### src/rtl/regfile_wb_arbiter_pkg.sv
// Shared definitions for the register-file writeback arbiter:
// data width, register count, index width and the port-select encoding.
package regfile_wb_arbiter_pkg;

  localparam int XLEN  = 32;
  localparam int NREG  = 32;
  localparam int IDX_W = $clog2(NREG);

  // Identifies a writeback requester; also used as the round-robin pointer value.
  typedef enum logic {
    PORT_LSU = 1'b0,
    PORT_ALU = 1'b1
  } port_sel_e;

  // The port that should be favoured after the given port has been served.
  function automatic port_sel_e other_port(input port_sel_e p);
    return (p == PORT_LSU) ? PORT_ALU : PORT_LSU;
  endfunction

endpackage

### src/rtl/regfile_scoreboard.sv
// Busy-register scoreboard: one bit per architectural register, set when a
// write is issued, cleared when that write retires. Register 0 is never busy.
// A set and a clear to the same index on the same edge leave the bit set.
module regfile_scoreboard
  import regfile_wb_arbiter_pkg::*;
#(
  parameter int NREG = regfile_wb_arbiter_pkg::NREG,
  parameter int IW   = $clog2(NREG)
) (
  input  logic          clk,
  input  logic          rst,
  input  logic          set_en,
  input  logic [IW-1:0] set_idx,
  input  logic          clr_en,
  input  logic [IW-1:0] clr_idx,
  input  logic [IW-1:0] rd1_idx,
  input  logic [IW-1:0] rd2_idx,
  output logic          busy
);

  logic [NREG-1:0] busy_reg;
  logic [NREG-1:0] busy_next;

  assign busy_next[0] = 1'b0;

  // Per-bit next state: set has priority over clear.
  genvar gi;
  generate
    for (gi = 1; gi < NREG; gi++) begin : g_bit
      assign busy_next[gi] = (set_en && (set_idx == IW'(gi))) ? 1'b1 :
                             (clr_en && (clr_idx == IW'(gi))) ? 1'b0 :
                             busy_reg[gi];
    end
  endgenerate

  // Busy vector register.
  always_ff @(posedge clk) begin
    if (rst) begin
      busy_reg <= '0;
    end else begin
      busy_reg <= busy_next;
    end
  end

  assign busy = busy_reg[rd1_idx] | busy_reg[rd2_idx];

endmodule

### src/rtl/regfile_wb_arbiter.sv
// Register-file writeback arbiter: grants one of the LSU/ALU writeback
// requests per cycle, registers the accepted write (1-cycle latency) and
// keeps a busy scoreboard used to raise a decode hazard.
// Build option: define WB_RR_EN for round-robin arbitration; otherwise the
// LSU has fixed priority over the ALU and no pointer flop exists.
module regfile_wb_arbiter
  import regfile_wb_arbiter_pkg::*;
#(
  parameter int XLEN = regfile_wb_arbiter_pkg::XLEN,
  parameter int NREG = regfile_wb_arbiter_pkg::NREG
) (
  input  logic                      clk,
  input  logic                      rst,
  input  logic                      alu_valid,
  output logic                      alu_ready,
  input  logic [$clog2(NREG)-1:0]   alu_rd,
  input  logic [XLEN-1:0]           alu_data,
  input  logic                      lsu_valid,
  output logic                      lsu_ready,
  input  logic [$clog2(NREG)-1:0]   lsu_rd,
  input  logic [XLEN-1:0]           lsu_data,
  input  logic                      issue_valid,
  input  logic [$clog2(NREG)-1:0]   issue_rd,
  input  logic [$clog2(NREG)-1:0]   rs1_idx,
  input  logic [$clog2(NREG)-1:0]   rs2_idx,
  output logic                      hazard,
  output logic                      reg_write,
  output logic [$clog2(NREG)-1:0]   Instruction_rd,
  output logic [XLEN-1:0]           write_data_reg_file
);

  localparam int IW = $clog2(NREG);

  logic            grant_lsu;
  logic            grant_alu;
  logic            xfer;
  logic [IW-1:0]   sel_rd;
  logic [XLEN-1:0] sel_data;

  logic            wr_en_reg;
  logic [IW-1:0]   wr_rd_reg;
  logic [XLEN-1:0] wr_data_reg;

`ifdef WB_RR_EN
  // Holds the port that wins the next contention; reset favours the LSU.
  port_sel_e prio_reg;

  // Round-robin grant: uncontended requests win outright.
  always_comb begin
    grant_lsu = 1'b0;
    grant_alu = 1'b0;
    if (!rst) begin
      if (lsu_valid && alu_valid) begin
        grant_lsu = (prio_reg == PORT_LSU);
        grant_alu = (prio_reg == PORT_ALU);
      end else begin
        grant_lsu = lsu_valid;
        grant_alu = alu_valid;
      end
    end
  end

  // Pointer moves away from whichever port was just served.
  always_ff @(posedge clk) begin
    if (rst) begin
      prio_reg <= PORT_LSU;
    end else if (grant_lsu) begin
      prio_reg <= other_port(PORT_LSU);
    end else if (grant_alu) begin
      prio_reg <= other_port(PORT_ALU);
    end
  end
`else
  // Fixed-priority grant: LSU over ALU.
  always_comb begin
    grant_lsu = !rst && lsu_valid;
    grant_alu = !rst && alu_valid && !lsu_valid;
  end
`endif

  assign lsu_ready = grant_lsu;
  assign alu_ready = grant_alu;
  assign xfer      = grant_lsu | grant_alu;
  assign sel_rd    = grant_lsu ? lsu_rd   : alu_rd;
  assign sel_data  = grant_lsu ? lsu_data : alu_data;

  // Register the accepted write; rd 0 is consumed without producing a write,
  // and the index/data hold their last values whenever no write is issued.
  always_ff @(posedge clk) begin
    if (rst) begin
      wr_en_reg   <= 1'b0;
      wr_rd_reg   <= '0;
      wr_data_reg <= '0;
    end else begin
      wr_en_reg <= xfer && (sel_rd != '0);
      if (xfer && (sel_rd != '0)) begin
        wr_rd_reg   <= sel_rd;
        wr_data_reg <= sel_data;
      end
    end
  end

  assign reg_write           = wr_en_reg;
  assign Instruction_rd      = wr_rd_reg;
  assign write_data_reg_file = wr_data_reg;

  regfile_scoreboard #(
    .NREG (NREG),
    .IW   (IW)
  ) u_scoreboard (
    .clk     (clk),
    .rst     (rst),
    .set_en  (issue_valid && (issue_rd != '0)),
    .set_idx (issue_rd),
    .clr_en  (wr_en_reg),
    .clr_idx (wr_rd_reg),
    .rd1_idx (rs1_idx),
    .rd2_idx (rs2_idx),
    .busy    (hazard)
  );

endmodule

### config.mk
export PLATFORM = sky130hd
export DESIGN_NAME = regfile_wb_arbiter
export DESIGN_NICKNAME = d
export VERILOG_FILES = /design/src/rtl/regfile_wb_arbiter_pkg.sv /design/src/rtl/regfile_scoreboard.sv /design/src/rtl/regfile_wb_arbiter.sv
export SDC_FILE = /design/constraint.sdc
export NUM_CORES = 1
export LEC_CHECK = 0
export CORE_UTILIZATION = 45
export CTS_CLUSTER_SIZE = 16
export DETAILED_ROUTE_END_ITERATION = 16
export HOLD_SLACK_MARGIN = 0.06
export PLACE_DENSITY = 0.91
export SLEW_MARGIN = 20
export SYNTH_ARGS = -nofsm -noshare
export SYNTH_HDL_FRONTEND = slang
export SYNTH_SLANG_ARGS = --single-unit
### constraint.sdc
create_clock -name clk -period 2.3 [get_ports clk]
set_clock_uncertainty 0.15 [all_clocks]
set_input_delay 0.23 -clock clk [delete_from_list [all_inputs] [get_ports clk]]
set_output_delay 0.23 -clock clk [all_outputs]
set_load 0.02 [all_outputs]
* After elaboration in Yosys (flattened, before gate mapping) *
Cells that the tools add are included.

word-level totals
  flip-flop bits (word level) = 70
  output and inout port bits = 41
  bits in read-only memories = 0
  input port bits = 94
  memories kept = 0
  RAM bits = 0
  bits in latches = 0
  word-level logic and storage cells = 271

cells by class
  divide/modulo/power cells = 0
  shift operators = 0
  equal/unequal tests = 62
  bitwise gates (word level) = 2
  reductions and logical operators = 102
  $lt $le $gt $ge = 2
  $add $sub $neg = 0
  mux-type cells = 68
  multiply operators = 0

operators with widths
  cell                  count
  $eq A5 B5 Y1 const B  32
  $eq A5 B4 Y1 const B  16
  $logic_and A1 B1 Y1   67
  $mux W1               64
  $reduce_bool A2 Y1    31
  $eq A5 B3 Y1 const B  8
  $mux W32              1
  $eq A5 B2 Y1 const B  4
  $lt A5 B6 Y1 const B  2
  $bmux W1 S5           2
  $eq A5 B1 Y1 const B  2
  $reduce_bool A5 Y1    2
  $mux W5               1
  $logic_not A1 Y1      2
  $or A1 B1 Y1          2

* Logic depth before layout (Yosys ltp) *
  depth in word-level cells = 5
  depth in mapped cells = 8
  depth with buffers taken out = 5

* Cells and area by module *
A second synthesis with hierarchy kept.

second synthesis, totals
  cell total of the unflattened synthesis = 426
  area total of the unflattened synthesis = 4018.9 µm²

modules (own cells, without submodules)
  module              area each (µm²)  seq. area each (µm²)  times used  cells an instance
  regfile_wb_arbiter  2132.0           760.7                 1           212
  regfile_scoreboard  1886.8           620.6                 1           214

* Least setup slack after synthesis *
Ideal clock, no wire load.

  path kind = input-to-output
  start point = input rs2_idx[2]
  end point = output hazard
  path buffers = 1
  required time = 1.920 ns
  path slack = 0.347 ns
  data arrival time = 1.573 ns
  stages on the path = 5
  cells stage by stage = buf_2 -> mux4_2 -> mux2i_1 -> mux2i_1 -> a221o_1

between the ends
  word-level cells in the longest chain between the ends = 3

ends and longest elaborated chain
  element                        line                      text
  start, declared                regfile_wb_arbiter.sv:25  input logic [$clog2(NREG)-1:0] rs2_idx,
  $bmux W1 S5                    regfile_scoreboard.sv:45  assign busy = busy_reg[rd1_idx] | busy_reg[rd2_idx];
  $mux W1 (implied by the code)  regfile_scoreboard.sv:45
  $or A1 B1 Y1                   regfile_scoreboard.sv:45
  end, declared                  regfile_wb_arbiter.sv:26  output logic hazard,

No other way between the ends. The select of a mux whose other input is x is not followed.

* Worst setup path after layout *
  start point = register u_scoreboard.busy_reg[29]
  end point = output hazard

between the ends
  word-level cells in the longest chain between the ends = 3
  elaborated cells between the ends (all ways) = 5
  those cells by class = 4 x mux; 1 x bitwise

ends and longest elaborated chain
  element                        line                      text
  start, declared                regfile_scoreboard.sv:21  logic [NREG-1:0] busy_reg;
  start signal, assigned         regfile_scoreboard.sv:41  busy_reg <= busy_next;
  $bmux W1 S5                    regfile_scoreboard.sv:45
  $mux W1 (implied by the code)  regfile_scoreboard.sv:45
  $or A1 B1 Y1 *                 regfile_scoreboard.sv:45

Mark *: on every way between the ends. The rest lies on a longest branch, timed or not. The select of a mux whose other input is x is not followed.

==> flow_metrics.tcl <==
set metrics [dict create \
    min_from "lsu_valid" \
    postRouteAntennaNets 0 \
    grt_max_degree 69 \
    fin_crit_ns 2.30 \
    routed_wl_mm 11.2 \
    coreArea_um2 7810 \
    initial_core_util_pct 47.0 \
    cts_buffer_depth 2 \
    p_leak_nw 2.02 \
    area_growth_pct 47.9 \
    grt_pass1_wl_mm 18.0 \
    syn_nets 497 \
    cts_buffers 9 \
    first_iter_violations 232 \
    outcome "finished, final reports clean" \
    place_area_um2 5160 \
    cts.sinks 69 \
    htreeDepth 3 \
    rsz0062_at_grt "true" \
    rows 32 \
    hold-worst-slack_ns 0.156 \
    hold_viol 0 \
    vias_per_cell 5.81 \
    grtUsageTotal_pct 27.1 \
    synth.top_cell.area_share_pct 37.6 \
    ys.flop_type "dfxtp_1" \
    drive_gt1_share_pct 13.8 \
    clock_latency_ns 0.34 \
    overflow 0 \
    io_buffers 134 \
    critPathArrivalTime_ns 1.92 \
    maxSlewHeadroom_pct 53.8 \
    hpwl_mm 8.49 \
    cp-end-kind "output pin" \
    setup_tns_ns 0 \
    layout.nets 634 \
    power_density_nw_per_um2 589 \
    drv_slew 0 \
    cts_root_buffer "clkbuf_8" \
    seq_area_frac_synth_pct 37.6 \
    criticalPathCategory "reg -> out" \
    r2r-end "u_scoreboard.busy_reg[15]" \
    finalSetupViolCount 0 \
    worst_pin_slew_ns 0.693 \
    largest_reg_flops 32 \
    rrSetupSlack_ns 0.77 \
    ys_ff_latch 69 \
    vias 3757 \
    avgSynthCellArea_um2 9.11 \
    clkTransAtPathRegs_ns 0.08 \
    worst-r2r-cell-count 4 \
    cp-start-kind "flop" \
    ys_types 40 \
    gp_congestion 0.981 \
    synth_enable_flop_cells 0 \
    synthesis.instances 403 \
    fin_crit_sh_pct 100 \
    final_area_um2 5430 \
    holdCritPathClass "in -> reg" \
    routedWlPerCell_um 17.3 \
    drc 0 \
    die_width_um 92.3 \
    synthTopCellsByArea "dfxtp_1 38%, mux2i_1 11%, a211oi_1 7.2%" \
    rr_startpoint "reg_write" \
    drv_cap 0 \
    die-area_um2 8530 \
    num_antenna_cells 0 \
    yosys.area.top_type "dfxtp_1" \
    cts_tree "done" \
    first_pass_iters 4 \
    fill_cells 560 \
    yosysWarningCount 0 \
    ios 135 \
    min_to "Instruction_rd[1]" \
    ys_async_sr_fraction_pct 0 \
    antenna_found_initial 0 \
    die_y_um 92.3 \
    path_max_fanout 4 \
    syn_area_um2 3670 \
    worstPathRequired_ns 1.92 \
    max_clock_freq_ghz 0.435 \
    irDropWorstVdd_v 0.000371 \
    grt_pass1_vias 3717 \
    holdPathStages 4 \
]
[cells in the mapped netlist, types with 2 or more instances]
cell type  count
dfxtp_1       69
nand2_1       42
mux2i_1       41
nor3_1        41
a211oi_1      35
a21oi_1       32
o21ai_0       31
buf_2         15
clkbuf_1      12
nand2b_1      11
nor2_1        11
mux4_2         9
nand3_1        7
mux4_1         6
nor2b_1        5
inv_1          4
buf_1          3
buf_6          3
o22ai_1        3
a311oi_1       2
nor3b_1        2
[metrics by stage]
step / instances / power, mW / utilization, % / setup WS (ns)
after floorplan: 403 / 1.69 / - / 0.347
after global placement: 630 / 2.06 / 66.1 / -0.622
after detailed placement: 630 / 2.08 / 66.1 / -0.648
after CTS: 647 / 3.20 / 69.4 / 0.00116
after global routing: 647 / 3.33 / 69.6 / -0.0559
final: 647 / 3.20 / 69.6 / 0.000991
[cells in the final DEF, fill, tap and decap left out, types with 2 or more instances in the layout]
cell             Yosys  final
inv_1                4      4
buf_4                1     24
mux4_1               6      3
buf_2               15      2
nand2b_1            11     11
bufinv_16            0      2
buf_6                3      3
a21oi_1             32     31
mux2i_1             41     41
o22ai_1              3      2
nand3_1              7      7
dfxtp_1             69     59
a311oi_1             2      2
dlygate4sd2_1        0      4
a211oi_1            35     35
nand2_1             42     42
clkbuf_8             0     11
o21ai_0             31     31
nor2b_1              5      5
clkdlybuf4s50_1      0    126
nor3_1              41     41
nor2_1              11     11
dfxtp_2              0     10
mux4_2               9     12
[worst max path at each step]
stage	from	endpoint	slack [ns]	cells after the start
after floorplan	rs2_idx[2]	hazard	0.35	5
after global placement	rs1_idx[1]	hazard	-0.62	6
after detailed placement	rs1_idx[1]	hazard	-0.65	6
after CTS	u_scoreboard.busy_reg[29]	hazard	0.001	5
after global routing	u_scoreboard.busy_reg[31]	hazard	-0.06	5
final	u_scoreboard.busy_reg[29]	hazard	0.001	5
[logic make-up after synthesis]
logic type / Yosys count / synth area share (%)
and+or+nand+nor: 127 / 16.9
AOI/OAI and AO/OA: 111 / 18.7
DFF: 69 / 37.6
muxes: 58 / 21.7
buffers and inverters: 38 / 5.11
[timing repair]
action                                 CTS  global route
hold buffers                             0             0
setup endpoints to repair                1             1
resized for setup                       27             5
setup buffers                            1             0
endpoints found under the hold margin    0             0
pin swaps                                4             1
[report_power, final]
group | switching [mW] | internal [mW]
combinational | 0.361 | 0.394
sequential | 0.0502 | 1.26
clock | 0.461 | 0.672
[cell type report]
cell class	instances	area, µm²	share of cell area (%)
Multi-Input combinational cell	296	2130	39.3
Timing Repair Buffer	160	1530	28.2
Sequential cell	69	1390	25.7
Clock buffer	11	151	2.79
Tap cell	102	128	2.35
Clock inverter	5	81.3	1.50
Inverter	4	15.0	0.276
[worst max-delay path: stages, from the launching register on]
cell and delay (ns):
dfxtp_2 0.34, mux4_2 0.47, o22ai_2 0.16, o2111ai_1 0.15
a221o_1 0.32, buf_6 0.13
[layer usage]
metal	up-vias	track usage [%]	wire length, µm
li1	1769	-	-
met1	1769	33.6	4400
met2	199	46.0	5730
met3	20	5.42	816
met4	0	10.5	261
met5	-	0	0
Power figures use the tool's default switching activity.
